<file path="src/rtl/ysyx_mem_arbiter_if.sv">
// ysyx_mem_arbiter_if: IFU/LSU request ports and the shared memory-bus port of the arbiter
interface ysyx_mem_arbiter_if #(
  parameter int ADDR_W = 32,
  parameter int DATA_W = 32
);
  logic [ADDR_W-1:0]   ifu_araddr;
  logic                ifu_arvalid;
  logic [DATA_W-1:0]   ifu_rdata;
  logic                ifu_rvalid;
  logic                ifu_err;
  logic [ADDR_W-1:0]   lsu_araddr;
  logic                lsu_arvalid;
  logic [DATA_W-1:0]   lsu_rdata;
  logic                lsu_rvalid;
  logic [ADDR_W-1:0]   lsu_awaddr;
  logic                lsu_awvalid;
  logic [DATA_W-1:0]   lsu_wdata;
  logic [DATA_W/8-1:0] lsu_wstrb;
  logic                lsu_bvalid;
  logic                lsu_err;
  logic [ADDR_W-1:0]   mem_addr;
  logic                mem_arvalid;
  logic                mem_awvalid;
  logic [DATA_W-1:0]   mem_wdata;
  logic [DATA_W/8-1:0] mem_wstrb;
  logic [DATA_W-1:0]   mem_rdata;
  logic                mem_rvalid;
  logic                mem_bvalid;
  modport slave (
    input  ifu_araddr, ifu_arvalid, lsu_araddr, lsu_arvalid, lsu_awaddr, lsu_awvalid,
           lsu_wdata, lsu_wstrb, mem_rdata, mem_rvalid, mem_bvalid,
    output ifu_rdata, ifu_rvalid, ifu_err, lsu_rdata, lsu_rvalid, lsu_bvalid, lsu_err,
           mem_addr, mem_arvalid, mem_awvalid, mem_wdata, mem_wstrb
  );
  modport master (
    output ifu_araddr, ifu_arvalid, lsu_araddr, lsu_arvalid, lsu_awaddr, lsu_awvalid,
           lsu_wdata, lsu_wstrb, mem_rdata, mem_rvalid, mem_bvalid,
    input  ifu_rdata, ifu_rvalid, ifu_err, lsu_rdata, lsu_rvalid, lsu_bvalid, lsu_err,
           mem_addr, mem_arvalid, mem_awvalid, mem_wdata, mem_wstrb
  );
endinterface

</file>
<file path="src/rtl/ysyx_mem_arbiter.sv">
// ysyx_mem_arbiter: round-robin IFU/LSU arbiter onto one memory bus, with a
// per-transaction timeout that answers for a silent slave with an error response.
module ysyx_mem_arbiter #(
  parameter int ADDR_W      = 32,
  parameter int DATA_W      = 32,
  parameter int TIMEOUT_CYC = 255
) (
  input logic               clk,
  input logic               rst,
  ysyx_mem_arbiter_if.slave bus
);
  localparam int CW      = TIMEOUT_CYC > 1 ? $clog2(TIMEOUT_CYC) : 1;
  localparam int TO_LAST = TIMEOUT_CYC > 0 ? TIMEOUT_CYC - 1 : 0;
  typedef enum logic [1:0] {IDLE, IFU_RD, LSU_RD, LSU_WR} state_e;
  state_e              state_q, state_d, lsu_st;
  logic                last_q, last_d;
  logic                mask_q, mask_d;
  logic [CW-1:0]       cnt_q, cnt_d;
  logic                ifu_req, lsu_req, tmo, rd_hit, wr_hit, done;
  logic [ADDR_W-1:0]   addr;
  logic [DATA_W-1:0]   wdata;
  logic [DATA_W/8-1:0] wstrb;
  // last_q: 0 = IFU served last, 1 = LSU; mask_q blocks that master for one IDLE cycle
  assign ifu_req = bus.ifu_arvalid && !(mask_q && !last_q);
  assign lsu_req = (bus.lsu_arvalid || bus.lsu_awvalid) && !(mask_q && last_q);
  assign lsu_st  = bus.lsu_awvalid ? LSU_WR : LSU_RD;
  assign tmo     = (TIMEOUT_CYC != 0) && (cnt_q == CW'(TO_LAST));
  assign rd_hit  = (state_q == IFU_RD || state_q == LSU_RD) && bus.mem_rvalid;
  assign wr_hit  = state_q == LSU_WR && bus.mem_bvalid;
  assign done    = state_q != IDLE && (rd_hit || wr_hit || tmo);
  always_comb begin
    state_d = state_q;
    last_d  = last_q;
    mask_d  = 1'b0;
    cnt_d   = state_q == IDLE ? '0 : cnt_q + 1'b1;
    if (state_q == IDLE) begin
      if (ifu_req && (!lsu_req || last_q)) state_d = IFU_RD;
      else if (lsu_req) state_d = lsu_st;
    end else if (done) begin
      state_d = IDLE;
      last_d  = state_q != IFU_RD;
      mask_d  = 1'b1;
    end
  end
  always_ff @(posedge clk or negedge rst) begin
    if (!rst) begin
      state_q <= IDLE;
      last_q  <= 1'b0;
      mask_q  <= 1'b0;
      cnt_q   <= '0;
    end else begin
      state_q <= state_d;
      last_q  <= last_d;
      mask_q  <= mask_d;
      cnt_q   <= cnt_d;
    end
  end
  assign addr  = state_q == IFU_RD ? bus.ifu_araddr :
                 state_q == LSU_RD ? bus.lsu_araddr :
                 state_q == LSU_WR ? bus.lsu_awaddr : '0;
  assign wdata = state_q == LSU_WR ? bus.lsu_wdata : '0;
  assign wstrb = state_q == LSU_WR ? bus.lsu_wstrb : '0;
  assign bus.mem_addr    = addr;
  assign bus.mem_wdata   = wdata;
  assign bus.mem_wstrb   = wstrb;
  assign bus.mem_arvalid = state_q == IFU_RD || state_q == LSU_RD;
  assign bus.mem_awvalid = state_q == LSU_WR;
  // a real response in the timeout cycle wins, so err only flags a forced completion
  assign bus.ifu_rvalid  = state_q == IFU_RD && done;
  assign bus.ifu_err     = state_q == IFU_RD && tmo && !rd_hit;
  assign bus.ifu_rdata   = state_q == IFU_RD && rd_hit ? bus.mem_rdata : '0;
  assign bus.lsu_rvalid  = state_q == LSU_RD && done;
  assign bus.lsu_bvalid  = state_q == LSU_WR && done;
  assign bus.lsu_err     = (state_q == LSU_RD || state_q == LSU_WR) && tmo && !(rd_hit || wr_hit);
  assign bus.lsu_rdata   = state_q == LSU_RD && rd_hit ? bus.mem_rdata : '0;
endmodule

</file>
<file path="src/flat_wrapper.sv">
// flat-port wrapper written by rule: the top's interface ports become plain ports
module ysyx_mem_arbiter_flat 
#(
  parameter int ADDR_W      = 32,
  parameter int DATA_W      = 32,
  parameter int TIMEOUT_CYC = 255
)
  (clk, rst, bus_ifu_araddr, bus_ifu_arvalid, bus_lsu_araddr, bus_lsu_arvalid, bus_lsu_awaddr, bus_lsu_awvalid, bus_lsu_wdata, bus_lsu_wstrb, bus_mem_rdata, bus_mem_rvalid, bus_mem_bvalid, bus_ifu_rdata, bus_ifu_rvalid, bus_ifu_err, bus_lsu_rdata, bus_lsu_rvalid, bus_lsu_bvalid, bus_lsu_err, bus_mem_addr, bus_mem_arvalid, bus_mem_awvalid, bus_mem_wdata, bus_mem_wstrb);
  ysyx_mem_arbiter_if #(.ADDR_W(ADDR_W), .DATA_W(DATA_W)) bus_i ();
  input logic clk;
  input logic rst;
  input wire logic [$bits(bus_i.ifu_araddr)-1:0] bus_ifu_araddr;
  input wire logic [$bits(bus_i.ifu_arvalid)-1:0] bus_ifu_arvalid;
  input wire logic [$bits(bus_i.lsu_araddr)-1:0] bus_lsu_araddr;
  input wire logic [$bits(bus_i.lsu_arvalid)-1:0] bus_lsu_arvalid;
  input wire logic [$bits(bus_i.lsu_awaddr)-1:0] bus_lsu_awaddr;
  input wire logic [$bits(bus_i.lsu_awvalid)-1:0] bus_lsu_awvalid;
  input wire logic [$bits(bus_i.lsu_wdata)-1:0] bus_lsu_wdata;
  input wire logic [$bits(bus_i.lsu_wstrb)-1:0] bus_lsu_wstrb;
  input wire logic [$bits(bus_i.mem_rdata)-1:0] bus_mem_rdata;
  input wire logic [$bits(bus_i.mem_rvalid)-1:0] bus_mem_rvalid;
  input wire logic [$bits(bus_i.mem_bvalid)-1:0] bus_mem_bvalid;
  output wire logic [$bits(bus_i.ifu_rdata)-1:0] bus_ifu_rdata;
  output wire logic [$bits(bus_i.ifu_rvalid)-1:0] bus_ifu_rvalid;
  output wire logic [$bits(bus_i.ifu_err)-1:0] bus_ifu_err;
  output wire logic [$bits(bus_i.lsu_rdata)-1:0] bus_lsu_rdata;
  output wire logic [$bits(bus_i.lsu_rvalid)-1:0] bus_lsu_rvalid;
  output wire logic [$bits(bus_i.lsu_bvalid)-1:0] bus_lsu_bvalid;
  output wire logic [$bits(bus_i.lsu_err)-1:0] bus_lsu_err;
  output wire logic [$bits(bus_i.mem_addr)-1:0] bus_mem_addr;
  output wire logic [$bits(bus_i.mem_arvalid)-1:0] bus_mem_arvalid;
  output wire logic [$bits(bus_i.mem_awvalid)-1:0] bus_mem_awvalid;
  output wire logic [$bits(bus_i.mem_wdata)-1:0] bus_mem_wdata;
  output wire logic [$bits(bus_i.mem_wstrb)-1:0] bus_mem_wstrb;
  assign bus_i.ifu_araddr = bus_ifu_araddr;
  assign bus_i.ifu_arvalid = bus_ifu_arvalid;
  assign bus_i.lsu_araddr = bus_lsu_araddr;
  assign bus_i.lsu_arvalid = bus_lsu_arvalid;
  assign bus_i.lsu_awaddr = bus_lsu_awaddr;
  assign bus_i.lsu_awvalid = bus_lsu_awvalid;
  assign bus_i.lsu_wdata = bus_lsu_wdata;
  assign bus_i.lsu_wstrb = bus_lsu_wstrb;
  assign bus_i.mem_rdata = bus_mem_rdata;
  assign bus_i.mem_rvalid = bus_mem_rvalid;
  assign bus_i.mem_bvalid = bus_mem_bvalid;
  assign bus_ifu_rdata = bus_i.ifu_rdata;
  assign bus_ifu_rvalid = bus_i.ifu_rvalid;
  assign bus_ifu_err = bus_i.ifu_err;
  assign bus_lsu_rdata = bus_i.lsu_rdata;
  assign bus_lsu_rvalid = bus_i.lsu_rvalid;
  assign bus_lsu_bvalid = bus_i.lsu_bvalid;
  assign bus_lsu_err = bus_i.lsu_err;
  assign bus_mem_addr = bus_i.mem_addr;
  assign bus_mem_arvalid = bus_i.mem_arvalid;
  assign bus_mem_awvalid = bus_i.mem_awvalid;
  assign bus_mem_wdata = bus_i.mem_wdata;
  assign bus_mem_wstrb = bus_i.mem_wstrb;
  ysyx_mem_arbiter #(.ADDR_W(ADDR_W), .DATA_W(DATA_W), .TIMEOUT_CYC(TIMEOUT_CYC)) u_core (.clk(clk), .rst(rst), .bus(bus_i));
endmodule
</file>
<file path="config.mk">
export PLATFORM = sky130hd
export DESIGN_NAME = ysyx_mem_arbiter_flat
export DESIGN_NICKNAME = d
export VERILOG_FILES = /design/src/rtl/ysyx_mem_arbiter_if.sv /design/src/rtl/ysyx_mem_arbiter.sv /design/src/flat_wrapper.sv
export SDC_FILE = /design/constraint.sdc
export NUM_CORES = 1
export LEC_CHECK = 0
export BUFFER_PORTS_ARGS = -buffer_cell sky130_fd_sc_hd__clkbuf_2
export CAP_MARGIN = 20
export CORE_AREA = 2 2 119 121
export DETAILED_ROUTE_END_ITERATION = 7
export DIE_AREA = 0 0 121 123
export SKIP_CTS_REPAIR_TIMING = 1
export SYNTH_ARGS = -nofsm -noshare
export SYNTH_HDL_FRONTEND = slang
export SYNTH_SLANG_ARGS = --single-unit
</file>
<file path="constraint.sdc">
create_clock -name clk -period 1.8 [get_ports clk]
set_input_delay 0.18 -clock clk [delete_from_list [all_inputs] [get_ports clk]]
set_output_delay 0.18 -clock clk [all_outputs]
set_load 0.05 [all_outputs]
</file>
==> results of run 1 <==
## sequential cells by signal (all words and copies together), names as in the netlist
name	cells
u_core.cnt_q	8
u_core.last_q	1
u_core.mask_q	1
u_core.state_q	2
## cell type report
class	count	share of cell area (%)
inverters	5	0.359
flip-flops and latches	12	5.10
multi-input cells	285	40.4
well taps	180	3.81
repair buffers	356	49.1
clock buffers	3	1.27
## metal layers
| layer | GRT usage, % | vias up | part of all wire, % |
|---|---|---|---|
| met5 | 0 | - | 0 |
| met4 | 2.62 | 0 | 0.75 |
| met3 | 1.71 | 7 | 7.5 |
| met2 | 28.4 | 189 | 56 |
| met1 | 14.4 | 1702 | 36 |
| li1 | - | 1808 | - |
## cell usage in the layout, fill, tap and decap left out, drive strengths merged, types with 2 or more instances in the layout
cell,count
dfrtp,12
and3b,32
nand3,5
nor2,5
o32ai,2
nor3,3
inv,5
xor2,2
a21oi,35
and2,71
nand2b,2
ha,6
and3,33
buf,139
nand2,35
clkbuf,219
or3,3
o21ai,39
## worst max-delay path by stage
stage | slack [ns] | from | cells after the start | to
2_1_floorplan | -0.01 | u_core.state_q[0] | 5 | bus_lsu_rdata[11]
3_3_place_gp | -0.03 | u_core.state_q[0] | 7 | bus_mem_addr[18]
3_5_place_dp | -0.04 | u_core.state_q[0] | 7 | bus_mem_addr[28]
4_1_cts | -0.31 | u_core.state_q[0] | 7 | bus_mem_addr[28]
5_1_grt | -0.24 | u_core.state_q[1] | 7 | bus_lsu_rvalid
6_report | -0.17 | u_core.state_q[1] | 7 | bus_lsu_rvalid
## cell usage after synthesis, types with 2 or more instances
library cell  count  area, um2
o21ai_0          39        195
nor2_1            5       18.8
and3b_1          32        280
or3_1             3       18.8
nand2_1          35        131
clkbuf_1         25       93.8
nand3_1           5       25.0
inv_1             5       18.8
xor2_1            2       17.5
clkbuf_2          3       15.0
o32ai_1           2       17.5
ha_1              6       75.1
dfrtp_1          12        300
nor3_1            3       15.0
and2_1           71        444
and3_1           33        206
nand2b_1          2       12.5
a21oi_1          35        175
buf_2             4       20.0
## power groups by stage
stage / Sequential [mW] / Clock (mW) / Combinational, mW
final: 0.445 / 0.402 / 8.44
after global routing: 0.459 / 0.428 / 8.84
after CTS: 0.435 / 0.414 / 7.08
after detailed placement: 0.439 / 0 / 7.06
after global placement: 0.437 / 0 / 7.03
after floorplan: 0.444 / 0 / 4.99
## logic make-up after synthesis
logic type	after synthesis	synth area share, %
adder cells (fa/ha/maj)	6	3.41
flip-flops	12	13.7
AO/OA/AOI/OAI	81	19.6
AND/OR/NAND/NOR	193	54.5
multiplexers	2	0.968
XOR/XNOR	3	1.20
buffers and inverters	37	6.72
## worst min-delay path: stages
cell and delay (ns):
clkbuf_2 0.12, a31oi_1 0.05, o32ai_1 0.09
## metrics by stage
| step | power (mW) | cells | TNS [ns] | util, % |
|---|---|---|---|---|
| after global placement | 7.47 | 822 | -0.127 | 36.5 |
| after floorplan | 5.43 | 334 | -0.127 | - |
| after CTS | 7.93 | 825 | -18.88 | 37.1 |
| after global routing | 9.73 | 841 | -13.64 | 43.5 |
| after detailed placement | 7.50 | 822 | -0.395 | 36.5 |
| final | 9.28 | 841 | -7.86 | 43.5 |
==> out/qor.csv, run 1 <==
stage;metric;value;unit
run_status;status;finished, violations left;
run_status;failing checks;negative setup slack;
logic_synthesis;post-synthesis cell area;2200;um2
sta;WHS;0.247;ns
grt;initial antenna violation count;0;
sta;Fmax;0.507;GHz
routing;Routed Antenna Nets;0;
critical_path;FF-to-FF path depth;7;
critical_path;critical path class;reg -> out;
power_and_ir_drop;peak supply drop;691;uV
power_and_ir_drop;internal cell power;3.98;mW
flow_run;Max-cap violations;0;
critical_path;r2r endpoint;u_core.last_q;
grt;largest net degree at the start of global routing;59;
floorplan;cell row count;43;
sta;Final Max Tran Viols;0;
routing;DR iter-0 viols;119;
logic_synthesis;EDFF count, synth;0;
power_and_ir_drop;clock power share;4.3;%
logic_synthesis;Seq cells post-synth;12;
clocking;CTS clock-pin slew for the worst setup and hold paths;0.04;ns
grt;gr usage total;13.6;%
power_and_ir_drop;Lkg Pwr;3.09;nW
layout;layout cells sized above 1;75.6;%
critical_path;CP Capture Type;primary output;
clocking;CTS sink count;12;
sta;slew margin rel.;78.8;%
sta;Final setup viols;88;
critical_path;CP cell instances;inv_4, ha_4, a22oi_2, o22ai_2, buf_4, and2_4, buf_12;
floorplan;core area;13600;um2
routing;wire per inst;15.4;um
floorplan;Die X-Extent;121;um
logic_synthesis;Mapped Nets;511;
critical_path;CP Launch Type;flop;
logic_synthesis;Yosys warning total;0;
logic_synthesis;sequential share of the synthesized area;13.7;%
logic_synthesis;FFs w/ async S/R, synth;100;%
layout;Final Cell Area;5920;um2
place;GP Congestion;0.822;
floorplan;I/O pin count;310;
routing;via/cell ratio;4.41;
grt;first-pass GRT wire length;16.2;mm
sta;setup ws final;-0.173;ns
place;Post-DP HPWL;9.59;mm
clocking;Clk Latency, worst-skew pair;0.24;ns
sta;Final min period;1.97;ns
clocking;H-tree depth;1;
critical_path;Slowest Stage Delay on Critical Path;0.46;ns
critical_path;WP data required;1.62;ns
floorplan;Die Y;123;um
critical_path;CP max-delay cell;dfrtp_2;
logic_synthesis;top_reg_cell synth;dfrtp_1;
floorplan;Die Footprint;14900;um2
place;Area after DPL;4970;um2
hold_path;hold path endpoint;u_core.state_q[0];
hold_path;min-delay src;bus_lsu_awvalid;
critical_path;Arr. time, crit path;1.79;ns
place;Place WS;-0.0379;ns
clocking;clock buffer count from CTS;3;
power_and_ir_drop;Sw Pwr;5.30;mW
logic_synthesis;Synth Instances;334;
place;I/O Buffers;309;
layout;n_diodes;0;
power_and_ir_drop;Comb power frac;90.9;%
power_and_ir_drop;Seq pwr share;4.8;%
layout;area grow syn2layout;169;%
layout;Final Net Count;840;
critical_path;Top delay family on crit path;flip-flops;
critical_path;Reg-to-Reg Start;u_core.state_q[1];
grt;vias in the first global route;3316;
grt;total gr overflow;0;
logic_synthesis;number of distinct library cells after synthesis;31;
sta;RSZ-0062 raised after global routing;yes;
layout;Storage cell area;302;um2
sta;skew final;0.00183;ns
routing;DRT Pass-1 Iters;4;
critical_path;Crit path buffers/inverters;3;
clocking;Root Driver;clkbuf_16;
power_and_ir_drop;Switching Fraction;57.1;%
routing;DR vias;3706;
hold_path;Min-Delay Path Class;in -> reg;
layout;number of fill cells;1328;
routing;# DRC;0;
clocking;CTS tree;built;
hold_path;Hold Path Depth;3;
sta;Hold Fails Final Rpt;0;
logic_synthesis;Avg Cell Area, Syn;6.58;um2
routing;WL final;12.9;mm
clocking;Max clock buf depth;2;
critical_path;Max FO, Critical Path;4;
layout;multi-input logic area;2390;um2
power_and_ir_drop;PD cells;1570;nW/um2
floorplan;Starting Density;16.2;%
sta;fin crit share;110;%
critical_path;r2r setup slk;0.22;ns
sta;worst slew pin tran;0.314;ns
Power figures use the tool's default switching activity.
==> run 2: changes to the inputs <==
==> constraint.sdc (replaced) <==
create_clock -name clk -period 1.6 [get_ports clk]
set_input_delay 0 -clock clk [delete_from_list [all_inputs] [get_ports clk]]
set_output_delay 0 -clock clk [all_outputs]
set_load 0.05 [all_outputs]
==> out/qor.csv, run 2 (synthesis gave the netlist of run 1 again) <==
stage;metric;value;unit
layout;Cell Count, Final, Fillers Out;845;
grt;grt met3 use;1.43;%
run_status;status;finished, violations left;
layout;most frequent cells in the layout;clkbuf_2, buf_6, and2_2, buf_4, nand2_1;
power_and_ir_drop;Comb power frac;91.2;%
clocking;H-tree depth;1;
floorplan;I/O pin count;310;
sta;Final setup viols;98;
routing;DR iter-0 viols;75;
power_and_ir_drop;Switching Fraction;56.2;%
layout;Finished Core Util;44.4;%
sta;skew final;0.00121;ns
critical_path;WP data required;1.60;ns
floorplan;Starting Density;16.2;%
critical_path;Arr. time, crit path;1.82;ns
layout;most common cell after layout, fill and taps aside;clkbuf_2;
place;GP Congestion;0.840;
hold_path;Min-Delay Path Class;in -> reg;
clocking;CTS clock-pin slew for the worst setup and hold paths;0.04;ns
flow_run;Max-cap violations;0;
place;I/O Buffers;309;
floorplan;Die Footprint;14900;um2
critical_path;Top delay family on crit path;buffers and inverters;
sta;Final Max Tran Viols;0;
floorplan;cell row count;43;
layout;multi-input logic area;2420;um2
critical_path;CP Capture Type;primary output;
layout;biggest regs;u_core.cnt_q x8, u_core.state_q x2;
grt;total gr overflow;0;
grt;vias in the first global route;3165;
routing;WL final;12.9;mm
power_and_ir_drop;clock power share;4.2;%
routing;via/cell ratio;4.36;
power_and_ir_drop;PD cells;1760;nW/um2
floorplan;core area;13600;um2
power_and_ir_drop;Sw Pwr;5.98;mW
sta;Final min period;1.82;ns
grt;met2 usage;27.1;%
critical_path;Levels on crit path;7;
place;placed cells;822;
run_status;failing checks;negative setup slack;
critical_path;critical path class;reg -> out;
place;Post-DP HPWL;9.51;mm
clocking;Clk Latency, worst-skew pair;0.24;ns
critical_path;CP max-delay cell;dfrtp_2;
routing;DRT Pass-1 Iters;4;
sta;setup ws final;-0.216;ns
critical_path;Max FO, Critical Path;17;
sta;worst slew pin tran;0.313;ns
clocking;Root Driver;clkbuf_16;
layout;Final Net Count;844;
critical_path;Crit path buffers/inverters;3;
floorplan;Die Y;123;um
sta;fin crit share;113;%
critical_path;CP cell instances;buf_4, ha_4, buf_12, and3b_1, a21oi_2, o21ai_2, buf_6;
routing;DR vias;3684;
power_and_ir_drop;Seq pwr share;4.7;%
layout;n_diodes;0;
floorplan;Die X-Extent;121;um
sta;slew margin rel.;79.1;%
power_and_ir_drop;Lkg Pwr;3.14;nW
grt;gr usage total;13.2;%
place;Place WS;-0.0874;ns
grt;first-pass GRT wire length;15.7;mm
power_and_ir_drop;internal cell power;4.65;mW
power_and_ir_drop;peak supply drop;806;uV
sta;Hold Fails Final Rpt;0;
sta;RSZ-0062 raised after global routing;yes;
critical_path;Slowest Stage Delay on Critical Path;0.43;ns
layout;max reg flops;8;
layout;layout cells sized above 1;76.8;%
clocking;CTS sink count;12;
grt;largest net degree at the start of global routing;43;
layout;number of fill cells;1307;
grt;initial antenna violation count;0;
hold_path;Hold Path Depth;3;
grt;GR Layer Usage met1;14.6;%
critical_path;CP Launch Type;flop;
sta;Fmax;0.551;GHz
routing;wire per inst;15.3;um
grt;gr busiest metal;met2;
clocking;clock buffer count from CTS;3;
layout;Most flops, register;u_core.cnt_q;
clocking;Max clock buf depth;2;
layout;Storage cell area;302;um2
clocking;CTS tree;built;
critical_path;FF-to-FF path depth;6;
routing;Routed Antenna Nets;0;
layout;area grow syn2layout;175;%
routing;# DRC;0;
-- run 2: area by class of cell --
cell class,instances,area share [%]
Timing Repair Buffer,360,49.8
Multi-Input combinational cell,285,39.9
Sequential cell,12,4.99
Tap cell,180,3.72
Clock buffer,3,1.24
Inverter,5,0.352
-- run 2: per-layer routing --
layer	vias up	wire, um
met5	-	0
met4	0	44
met3	4	941
met2	196	7290
met1	1676	4640
li1	1808	-
-- run 2: through the flow --
step / TNS (ns) / hold slack [ns] / area (um2) / power, mW
6_report: -12.46 / 0.118 / 6050 / 10.6
5_1_grt: -18.61 / 0.133 / 6050 / 11.2
4_1_cts: -26.26 / -0.345 / 4960 / 8.89
3_5_place_dp: -1.60 / -0.0943 / 4880 / 8.41
3_3_place_gp: -0.934 / -0.0939 / 4880 / 8.39
2_1_floorplan: -0.384 / -0.296 / 2680 / 6.14
-- run 2: path summary, 6_finish.rpt --
kind | start | endpoint | slack, ns
min in group asynchronous | rst | u_core.cnt_q[4] | 0.19
max in group asynchronous | rst | u_core.state_q[1] | 1.16
hold / removal | bus_lsu_awvalid | u_core.state_q[0] | 0.12
setup reg to reg | u_core.state_q[1] | u_core.state_q[0] | -0.01
hold reg to reg | u_core.cnt_q[0] | u_core.cnt_q[0] | 0.54
setup / recovery | u_core.state_q[1] | bus_mem_addr[1] | -0.22
-- run 2: worst min-delay path: stages --
cell      delay [ns]
clkbuf_2        0.12
a31oi_1         0.07
o32ai_2         0.11
-- run 2: power by group through the flow --
| stage | logic [mW] | clock network, mW | registers (mW) |
|---|---|---|---|
| 6_report | 9.69 | 0.445 | 0.495 |
| 5_1_grt | 10.2 | 0.465 | 0.512 |
| 4_1_cts | 7.94 | 0.457 | 0.488 |
| 3_5_place_dp | 7.92 | 0 | 0.490 |
| 3_3_place_gp | 7.90 | 0 | 0.489 |
| 2_1_floorplan | 5.64 | 0 | 0.500 |
